--- src/rtl/bombjack_rom_loader.sv ---
// -----------------------------------------------------------------------------
// bombjack_rom_loader
//
// Upstream stage of bombjack_top that owns the ROM download path. It takes the
// HPS ioctl byte stream and keeps only ROM downloads (index 0). Each accepted
// byte is re-timed into a single-cycle dn_* write, tagged with one of four ROM
// regions. The loader counts bytes and validates the finished image, and holds
// the core in reset until a complete, in-range image has been loaded.
//
// Optional feature macro: ROM_CHECKSUM_EN
//   When defined, an 8-bit running sum is kept and exported on `checksum`. The
//   image must then also sum to 8'h00 (it carries a trailing complement byte).
//
// Ports:
//   clk_sys        48 MHz system clock, rising edge
//   reset          asynchronous, active-high
//   ioctl_download HPS transfer active
//   ioctl_index    transfer index (0 = ROM)
//   ioctl_wr       one-cycle byte strobe
//   ioctl_addr     byte address (25 bits)
//   ioctl_dout     byte data
//   dn_addr        registered write address
//   dn_data        registered write data
//   dn_wr          one-cycle write pulse, one cycle after ioctl_wr
//   dn_region      ROM region of dn_addr, valid with dn_wr
//   core_reset     reset request to bombjack_top (low only when READY)
//   rom_ready      a valid image is loaded
//   rom_error      the last download was invalid
//   byte_count     bytes accepted in the current / last download (saturating)
//   checksum       8-bit sum of accepted bytes (ROM_CHECKSUM_EN only)
// -----------------------------------------------------------------------------
module bombjack_rom_loader #(
   parameter int                ADDR_W      = 17,
   parameter logic [ADDR_W-1:0] TOTAL_BYTES = 17'h1C000,
   parameter logic [ADDR_W-1:0] R1_BASE     = 17'h0A000,
   parameter logic [ADDR_W-1:0] R2_BASE     = 17'h10000,
   parameter logic [ADDR_W-1:0] R3_BASE     = 17'h18000
) (
   input  logic              clk_sys,
   input  logic              reset,
   input  logic              ioctl_download,
   input  logic [7:0]        ioctl_index,
   input  logic              ioctl_wr,
   input  logic [24:0]       ioctl_addr,
   input  logic [7:0]        ioctl_dout,
   output logic [ADDR_W-1:0] dn_addr,
   output logic [7:0]        dn_data,
   output logic              dn_wr,
   output logic [1:0]        dn_region,
   output logic              core_reset,
   output logic              rom_ready,
   output logic              rom_error,
   output logic [ADDR_W:0]   byte_count
`ifdef ROM_CHECKSUM_EN
  ,output logic [7:0]        checksum
`endif
);

   typedef enum logic [2:0] {IDLE, LOAD, CHECK, READY, FAIL} state_t;

   state_t            state;
   logic              overflow;
   logic              start;
   logic              rom_wr;
   logic              in_range;
   logic              load_entry;
   logic              load_active;
   logic              accept;
   logic              drop;
   logic              sum_ok;
   logic [ADDR_W-1:0] addr_lo;
   logic [1:0]        region;

   // A ROM download is index 0 only; other indices (e.g. hiscore) never touch
   // the loader. The range test uses the full 25-bit address so that high
   // address bits cannot alias back into the image.
   assign start    = ioctl_download & (ioctl_index == 8'd0);
   assign rom_wr   = ioctl_wr & (ioctl_index == 8'd0);
   assign addr_lo  = ioctl_addr[ADDR_W-1:0];
   assign in_range = ioctl_addr < {{(25-ADDR_W){1'b0}}, TOTAL_BYTES};

   // A write arriving in the same cycle as `start` belongs to the new
   // download, so the loader treats the entry cycle as already loading.
   assign load_entry  = start & ((state == IDLE) | (state == READY) | (state == FAIL));
   assign load_active = load_entry | (state == LOAD);
   assign accept      = load_active & rom_wr & in_range;
   assign drop        = load_active & rom_wr & ~in_range;

`ifdef ROM_CHECKSUM_EN
   assign sum_ok = (checksum == 8'h00);
`else
   assign sum_ok = 1'b1;
`endif

   // Region decode, highest base first so each region ends where the next
   // one begins.
   always_comb begin
      region = 2'd0;
      if (addr_lo >= R3_BASE)
         region = 2'd3;
      else if (addr_lo >= R2_BASE)
         region = 2'd2;
      else if (addr_lo >= R1_BASE)
         region = 2'd1;
   end

   // Loader FSM with all outputs registered. Entering LOAD wipes the
   // previous download's count, flags and sum; an accepted byte on the entry
   // cycle therefore starts the count at 1 rather than adding to the old one.
   // core_reset follows the state one cycle late, so it drops one cycle after
   // READY is reached.
   always_ff @(posedge clk_sys or posedge reset) begin
      if (reset) begin
         state      <= IDLE;
         dn_addr    <= '0;
         dn_data    <= 8'h00;
         dn_wr      <= 1'b0;
         dn_region  <= 2'd0;
         core_reset <= 1'b1;
         rom_ready  <= 1'b0;
         rom_error  <= 1'b0;
         byte_count <= '0;
         overflow   <= 1'b0;
`ifdef ROM_CHECKSUM_EN
         checksum   <= 8'h00;
`endif
      end else begin
         dn_wr      <= accept;
         core_reset <= (state != READY);

         if (accept) begin
            dn_addr   <= addr_lo;
            dn_data   <= ioctl_dout;
            dn_region <= region;
         end

         if (load_entry) begin
            byte_count <= accept ? {{ADDR_W{1'b0}}, 1'b1} : '0;
            overflow   <= drop;
            rom_ready  <= 1'b0;
            rom_error  <= 1'b0;
`ifdef ROM_CHECKSUM_EN
            checksum   <= accept ? ioctl_dout : 8'h00;
`endif
         end else begin
            if (accept) begin
               if (byte_count != '1)
                  byte_count <= byte_count + {{ADDR_W{1'b0}}, 1'b1};
`ifdef ROM_CHECKSUM_EN
               checksum <= checksum + ioctl_dout;
`endif
            end
            if (drop)
               overflow <= 1'b1;
         end

         case (state)
            IDLE, READY, FAIL: begin
               if (start)
                  state <= LOAD;
            end
            LOAD: begin
               if (!ioctl_download)
                  state <= CHECK;
            end
            CHECK: begin
               if ((byte_count == {1'b0, TOTAL_BYTES}) && !overflow && sum_ok) begin
                  state     <= READY;
                  rom_ready <= 1'b1;
               end else begin
                  state     <= FAIL;
                  rom_error <= 1'b1;
               end
            end
            default: state <= IDLE;
         endcase
      end
   end

endmodule

--- config.mk ---
export PLATFORM = sky130hd
export DESIGN_NAME = bombjack_rom_loader
export DESIGN_NICKNAME = d
export VERILOG_FILES = /design/src/rtl/bombjack_rom_loader.sv
export SDC_FILE = /design/constraint.sdc
export NUM_CORES = 1
export LEC_CHECK = 0
export BUFFER_PORTS_ARGS = -buffer_cell sky130_fd_sc_hd__buf_2
export CORE_AREA = 2 2 96 98
export DETAILED_ROUTE_END_ITERATION = 6
export DIE_AREA = 0 0 98 100
export PLACE_DENSITY = 0.54
export SKIP_LAST_GASP = 1
export SLEW_MARGIN = 30
export SYNTH_ARGS = -nofsm -noshare
export SYNTH_HDL_FRONTEND = slang
export SYNTH_SLANG_ARGS = --single-unit
--- constraint.sdc ---
create_clock -name clk_sys -period 4.4 [get_ports clk_sys]
set_input_delay 0.88 -clock clk_sys [delete_from_list [all_inputs] [get_ports clk_sys]]
set_output_delay 0.88 -clock clk_sys [all_outputs]
set_load 0.02 [all_outputs]
======== Word-level counts from Yosys, hierarchy flattened ========
Index checks and enable logic that the tools add are counted.
cells by class
  add/sub/neg operators ................... 1
  magnitude comparators ................... 4
  equality and inequality tests ........... 9
  multiplexer cells ....................... 19
  bitwise logic cells ..................... 10
  reduce and logical (&&, ||, !) cells .... 10
operators by type and width
  kind                                                                 count
  two-way mux 18 bit                                                   3
  greater-or-equal comparator 17 bit, second input constant            2
  < comparator 25 x 17 -> 1 bit, second input constant                 1
  adder 18 x 1 -> 18 bit, second input constant                        1
  == test 18 x 17 -> 1 bit, second input constant                      1
  != test 18 bit, second input constant                                1
  greater-or-equal comparator 17 x 16 -> 1 bit, second input constant  1
  two-way mux 1 bit                                                    10
  two-way mux 3 bit                                                    3
  case mux 3 bit (3 select lines)                                      1
  zero test 8 bit                                                      1
  AND 1 bit                                                            6
  == test 3 x 2 -> 1 bit, second input constant                        2
  nonzero test 2 bit                                                   3
  two-way mux 2 bit                                                    2
  != test 2 bit, second input constant                                 2
  AND reduction 2 bit                                                  2
  == test 3 x 1 -> 1 bit, second input constant                        1
  == test 3 bit, second input constant                                 1
  zero test 3 bit                                                      1
  != test 3 x 2 -> 1 bit, second input constant                        1
  OR 1 bit                                                             3
  OR reduction 3 bit                                                   1
  logical AND 1 bit                                                    1
  other kinds (2)                                                      2
storage, ports and cells
  flip-flop bits (word level) ............. 53
  bits of input ports ..................... 45
  output and inout bits ................... 49
  logic and storage cells ................. 63

======== Longest topological paths before layout ========
Gate-level depths: netlist (run 1).
  depth in word-level cells ............... 9
  mapped depth ............................ 8
  depth with buffers taken out ............ 6

======== Worst setup path after synthesis (run 1) ========
No wires, ideal clock.
  path type ............................... input to register
  start point ............................. input port ioctl_addr[24]
  end point ............................... register byte_count[17]
  setup time .............................. 0.078 ns
  arrival ................................. 2.569 ns
  data required time ...................... 4.322 ns
  slack ................................... 1.753 ns
  stages on the path ...................... 6
  path buffers ............................ 1
  path through ............................ nor4_1 nand2_1 or4_4 buf_6 or4_1 a21oi_1
between the ends
  cells in the longest elaborated chain, start to end .. 4
ends and longest elaborated chain
  what                           RTL line  source
  from (decl)                    44        input logic [24:0] ioctl_addr,
  < comparator 25 x 17 -> 1 bit  80        assign in_range = ioctl_addr < {{(25-ADDR_W){1'b0}}, TOTAL_BYTES};
  AND 1 bit                      86        assign accept = load_active & rom_wr & in_range;
  nonzero test 2 bit (no line)   n/a
  AND reduction 2 bit (no line)  n/a
  to (signal assigned)           138       byte_count <= accept ? {{ADDR_W{1'b0}}, 1'b1} : '0;
  to (signal assigned)           148       byte_count <= byte_count + {{ADDR_W{1'b0}}, 1'b1};
  to (decl)                      53        output logic [ADDR_W:0] byte_count
Every way passes these cells.
A chain may end at the register's enable or synchronous reset.

======== Final worst setup path (run 1) ========
  start point ............................. input port ioctl_addr[24]
  end point ............................... register byte_count[10]
Same word-level chain as after synthesis.

==> impl_metrics.py, run 1 <==
metrics = {
    "clocking": {
        "cts_hold_buffers": 0,
        "cts_resized": 0,
        "cts_buffers": 5,
        "clk_path_buf_depth": 2,
        "cts_setup_buffers": 0,
        "clock_latency_ns": 0.30,
        "tritoncts": "done",
        "cts-root-buf": "clkbuf_8",
        "cts_sinks": 53,
        "path_clk_slew_ns": 0.10,
        "h-tree-depth": 2,
    },
    "global_route": {
        "grt_overflow": 0,
        "grtUsageMet2": 0.227,
        "grt_max_degree": 30,
        "grt_pass1_vias": 2311,
        "grt_most_used_layer": "met2",
        "track_usage": 0.140,
        "use_met1": 0.184,
        "met3_usage": 0.0404,
        "grt_antenna_before_repair": 0,
        "grt_pass1_wl_mm": 11.1,
    },
    "sta": {
        "totalNegativeSetupSlack_ns": 0,
        "finalClockSkew_ns": 0.00720,
        "fin_ws_ns": 1.58,
        "period_needed_ns": 2.82,
        "rsz0062_at_grt": "false",
        "fmax_ghz": 0.355,
        "worst_pin_slew_ns": 0.734,
        "maxSlewViolCount": 0,
        "relSlewSlack": 0.507,
        "setup_violations": 0,
        "hold_viol": 0,
        "period_share": 0.640,
    },
    "synthesis": {
        "ys_types": 40,
        "syn-num-nets": 332,
        "synth-edff-count": 0,
        "ys_warn_count": 0,
        "synthFlopType": "dfrtp_1",
        "synth_seq_cells": 53,
        "seq_area_frac_synth": 0.513,
        "async_reset_ff_frac": 1.00,
        "syn-cell-area_sq_um": 2590,
        "synthCells": 285,
        "avgSynthCellArea_sq_um": 9.07,
    },
    "floorplanning": {
        "die_h_um": 100,
        "die_width_um": 98,
        "std_cell_rows": 35,
        "ioPinCount": 94,
        "initial_core_util": 0.291,
        "core_area_sq_um": 8890,
        "die_area_sq_um": 9800,
    },
    "outcome": {
        "status": "completed",
    },
    "route": {
        "drt-vias-per-instance": 4.93,
        "ant_nets": 0,
        "drt_iter0_drc": 111,
        "drt_pass1_iterations": 4,
        "wirelength_mm": 6.80,
        "via_count": 2407,
        "drc": 0,
        "wire_per_inst_um": 13.9,
    },
    "setup_path": {
        "critical_path_required_ns": 4.63,
        "critPathTopFamily": "simple AND/OR/NAND/NOR gates",
        "cp-start-kind": "primary input",
        "cpPeakStageDelay_ns": 0.77,
        "worst_setup_path_end_kind": "flop",
        "cp_num_cells": 6,
        "reg2reg_slack_ns": 1.87,
        "crit_path_frequent_cell": "or4_1",
        "crit_arrival_ns": 3.05,
        "critPathSlowestCell": "or4_1",
        "critPathMaxFanout": 17,
        "rr_worst_depth": 5,
        "cp.buffers_inverters": 1,
        "crit_path_cell_trace": "buf_2, nor4_1, nand2_1, or4_1, or4_1, a21oi_1",
        "worstSetupPathType": "in2reg",
    },
    "power_and_ir_drop": {
        "total_power_w": 0.000843,
        "max-vdd-ir-drop_mv": 0.119,
        "p_leak_nw": 1.67,
        "power_density_nw_per_um2": 259,
    },
    "placement": {
        "pre_cts_slack_ns": 1.26,
        "portBuffers": 93,
        "gp_congestion": 0.828,
        "dpl_cell_area_sq_um": 3160,
        "dp_hpwl_mm": 4.97,
    },
    "cells_and_area": {
        "num_antenna_cells": 0,
        "final_core_util": 0.366,
        "fin_area_sq_um": 3250,
        "area_growth_pct": 25.8,
        "mostFrequentLayoutCell": "buf_2",
        "nets": 423,
        "final_cell_mix": "93 x buf_2, 90 x nand2_1, 52 x dfrtp_1",
        "drive_above_1_share": 0.316,
    },
    "min_path": {
        "holdCritPathClass": "reg2reg",
        "min_path_cells": 2,
    },
    "job": {
        "maxCapViolations": 0,
    },
}
## path summary, 6_finish.rpt
| path | startpoint | end |
|---|---|---|
| setup / recovery | ioctl_addr[24] | byte_count[10] |
| hold / removal | dn_data[2] | dn_data[2] |
| setup reg to reg | state[1] | byte_count[10] |
| hold reg to reg | dn_data[2] | dn_data[2] |
| max in group asynchronous | reset | core_reset |
| min in group asynchronous | reset | dn_addr[6] |
## layout make-up
type / count / area (sq um)
well taps: 111 / 139
clock buffers: 6 / 82.6
inverters: 8 / 30.0
flip-flops and latches: 53 / 1330
repair buffers: 99 / 510
clock inverters: 2 / 13.8
fillers: 949 / 5640
multi-input cells: 209 / 1150
## registers in the layout, summed over array words and instances, names as in the netlist
signal / flops
state: 3
core_reset: 1
dn_addr: 17
dn_data: 8
rom_error: 1
dn_wr: 1
dn_region: 2
overflow: 1
byte_count: 18
rom_ready: 1
## cell families (layout without fill, tap and decap cells)
group                      count (synthesis)  in the layout  share of synthesized area
AOI/OAI and AO/OA                         47             47                      0.119
buffers and inverters                     23            115                     0.0440
adders and majority gates                  2              2                    0.00967
DFF                                       53             53                      0.513
and+or+nand+nor                          160            160                      0.314
## cell usage after synthesis, types with 3 or more instances
cell type,instances,area share
dfrtp_1,52,0.50
nor4_1,6,0.015
o31ai_1,12,0.035
or3_1,5,0.012
o21ai_0,4,0.0077
nand4_1,6,0.015
nand3b_1,3,0.0087
nand3_1,15,0.029
nor3_1,4,0.0077
nor2_1,5,0.0073
or4_1,13,0.038
a21oi_1,19,0.037
nand2_1,90,0.13
clkbuf_1,10,0.015
inv_1,8,0.012
## per-stage QoR
stage,hold WS (ns),cells
after global routing,0.494,488
after floorplan,0.466,285
final,0.469,488
after detailed placement,0.450,480
after global placement,0.447,480
after CTS,0.474,488
## power by group
part           internal [W]  switching (W)
combinational     0.0000228      0.0000298
sequential         0.000491     0.00000422
clock              0.000128       0.000167
## worst register-to-register path: stages (launching register included)
cell and delay [ns]:
dfrtp_1 0.51, or2b_2 0.22, a31oi_2 0.13, or4_1 0.83, or4_1 0.60, a21oi_1 0.17
## metal layers
layer  routed length (um)  up-vias
li1                     -     1184
met4                   37        0
met1                 3120     1153
met2                 3230       68
met3                  416        2
met5                    0        -
(Power assumes the default switching activity.)
==> run 2, diff against run 1 <==
Settings changed: PLACE_DENSITY 0.54 to 0.56.
Clock period 4.4 ns to 2.5 ns, I/O delays scaled along.
==> run 2 against run 1 <==
  * Critical path depth increased by 2
  * Combinational power increased by 81%
  * Final area increased by 2.8%
  * Sequential power is 76% higher
  * Global-route usage increased by 0.16 points
  * Clock-buffer cell count increased by 1
  * Cell count rose by 1.6%
  * Register-to-register slack lost 1.7 ns
  * Total power rose by 78%
  * Core utilization grew 1.0 points
  * Largest cell class unchanged
  * Largest power group unchanged
==> impl_metrics.py, run 2 (synthesis gave the netlist of run 1 again) <==
metrics = {
    "outcome": {
        "status": "completed",
    },
    "route": {
        "wl_met1_mm": 2.96,
        "wirelength_mm": 6.69,
        "top_layer": "met4",
        "drt_pass1_iterations": 4,
        "via_count": 2456,
        "drt_iter0_drc": 63,
        "ant_nets": 0,
        "wire_per_inst_um": 13.5,
        "wl_met3_um": 399,
        "drc": 0,
        "route.met2.wl_mm": 3.22,
        "drt-vias-per-instance": 4.95,
    },
    "clocking": {
        "clock_latency_ns": 0.30,
        "h-tree-depth": 2,
        "path_clk_slew_ns": 0.09,
        "cts_buffers": 5,
        "cts_setup_buffers": 0,
        "cts_sinks": 53,
        "tritoncts": "done",
        "clk_path_buf_depth": 2,
        "cts-root-buf": "clkbuf_8",
        "cts_resized": 0,
        "cts_hold_buffers": 0,
    },
    "power_and_ir_drop": {
        "max-vdd-ir-drop_mv": 0.208,
        "p_leak_nw": 1.72,
        "power_density_nw_per_um2": 449,
        "total_power_w": 0.00150,
    },
    "placement": {
        "portBuffers": 93,
        "dp_hpwl_mm": 4.94,
        "gp_congestion": 0.866,
        "dp_cells": 488,
        "pre_cts_slack_ns": -0.128,
    },
    "setup_path": {
        "critPathMaxFanout": 14,
        "cp-start-kind": "primary input",
        "critical_path_required_ns": 2.73,
        "crit_arrival_ns": 2.58,
        "worst_setup_path_end_kind": "flop",
        "worstSetupPathType": "in2reg",
    },
    "global_route": {
        "grt_antenna_before_repair": 0,
        "grt_pass1_wl_mm": 11.3,
        "track_usage": 0.142,
        "grt_pass1_vias": 2315,
        "grt_overflow": 0,
        "grt_max_degree": 32,
    },
    "sta": {
        "worst_pin_slew_ns": 0.546,
        "period_needed_ns": 2.35,
        "fmax_ghz": 0.426,
        "finalClockSkew_ns": 0.00872,
        "maxSlewViolCount": 0,
        "setup_violations": 0,
        "rsz0062_at_grt": "false",
        "relSlewSlack": 0.635,
        "fin_ws_ns": 0.150,
        "hold_viol": 0,
        "period_share": 0.940,
    },
    "cells_and_area": {
        "fill_cells": 916,
        "largest_reg_flops": 18,
        "drive_above_1_share": 0.330,
        "final_core_util": 0.376,
        "num_antenna_cells": 0,
        "final-instance-count-excl-fill": 496,
        "area_growth_pct": 29.3,
        "regMostFlops": "byte_count",
        "final_cell_mix": "93 x buf_2, 90 x nand2_1, 52 x dfrtp_1",
        "mostFrequentLayoutCell": "buf_2",
        "top_regs": "byte_count (18), dn_addr (17), dn_data (8)",
        "nets": 431,
    },
    "min_path": {
        "holdCritPathClass": "in2async",
    },
    "floorplanning": {
        "std_cell_rows": 35,
        "core_area_sq_um": 8890,
        "die_width_um": 98,
        "initial_core_util": 0.291,
        "die_area_sq_um": 9800,
        "ioPinCount": 94,
        "die_h_um": 100,
    },
    "job": {
        "maxCapViolations": 0,
    },
}
-- run 2: where the power goes --
part | leakage, nW | switching, W | internal, W
Combinational | 0.946 | 0.0000516 | 0.0000436
Clock | 0.0542 | 0.000283 | 0.000251
Sequential | 0.723 | 0.00000793 | 0.000864
-- run 2: area by class of cell --
cell class	count	area, sq um	area share
Clock buffer	7	96.3	0.0288
Clock inverter	1	5.00	0.00150
Inverter	8	30.0	0.00898
Multi-Input combinational cell	209	1150	0.344
Sequential cell	53	1330	0.397
Tap cell	111	139	0.0415
Timing Repair Buffer	107	596	0.178
-- run 2: worst paths after layout --
check / end / slack, ns / from / cells after the start
setup / recovery: byte_count[10] / 0.15 / ioctl_addr[24] / 8
hold / removal: dn_addr[7] / 0.23 / reset / 2
setup reg to reg: byte_count[10] / 0.20 / state[1] / 6
hold reg to reg: dn_addr[2] / 0.47 / dn_addr[2] / 2
max in group asynchronous: core_reset / 1.65 / reset / 3
min in group clk_sys: dn_addr[12] / 0.38 / ioctl_addr[12] / 3
-- run 2: through the flow --
stage | setup TNS (ns) | cell area [sq um] | hold slack [ns]
2_1_floorplan | 0 | 2590 | 0.466
3_3_place_gp | -0.755 | 3240 | 0.445
3_5_place_dp | -1.07 | 3240 | 0.451
4_1_cts | 0 | 3340 | 0.259
5_1_grt | 0 | 3340 | 0.263
6_report | 0 | 3340 | 0.230
-- run 2: metal layers --
layer,GRT usage,vias to the layer above
li1,-,1209
met5,0,-
met1,0.179,1167
met2,0.239,70
met4,0.0406,0
met3,0.0383,10
-- run 2: critical path, cell delays in order --
cell and delay (ns):
buf_2 0.09, nor4_1 0.41, buf_4 0.19, nand2_1 0.07
or4_1 0.47, buf_4 0.19, or4_1 0.50, a21oi_1 0.16
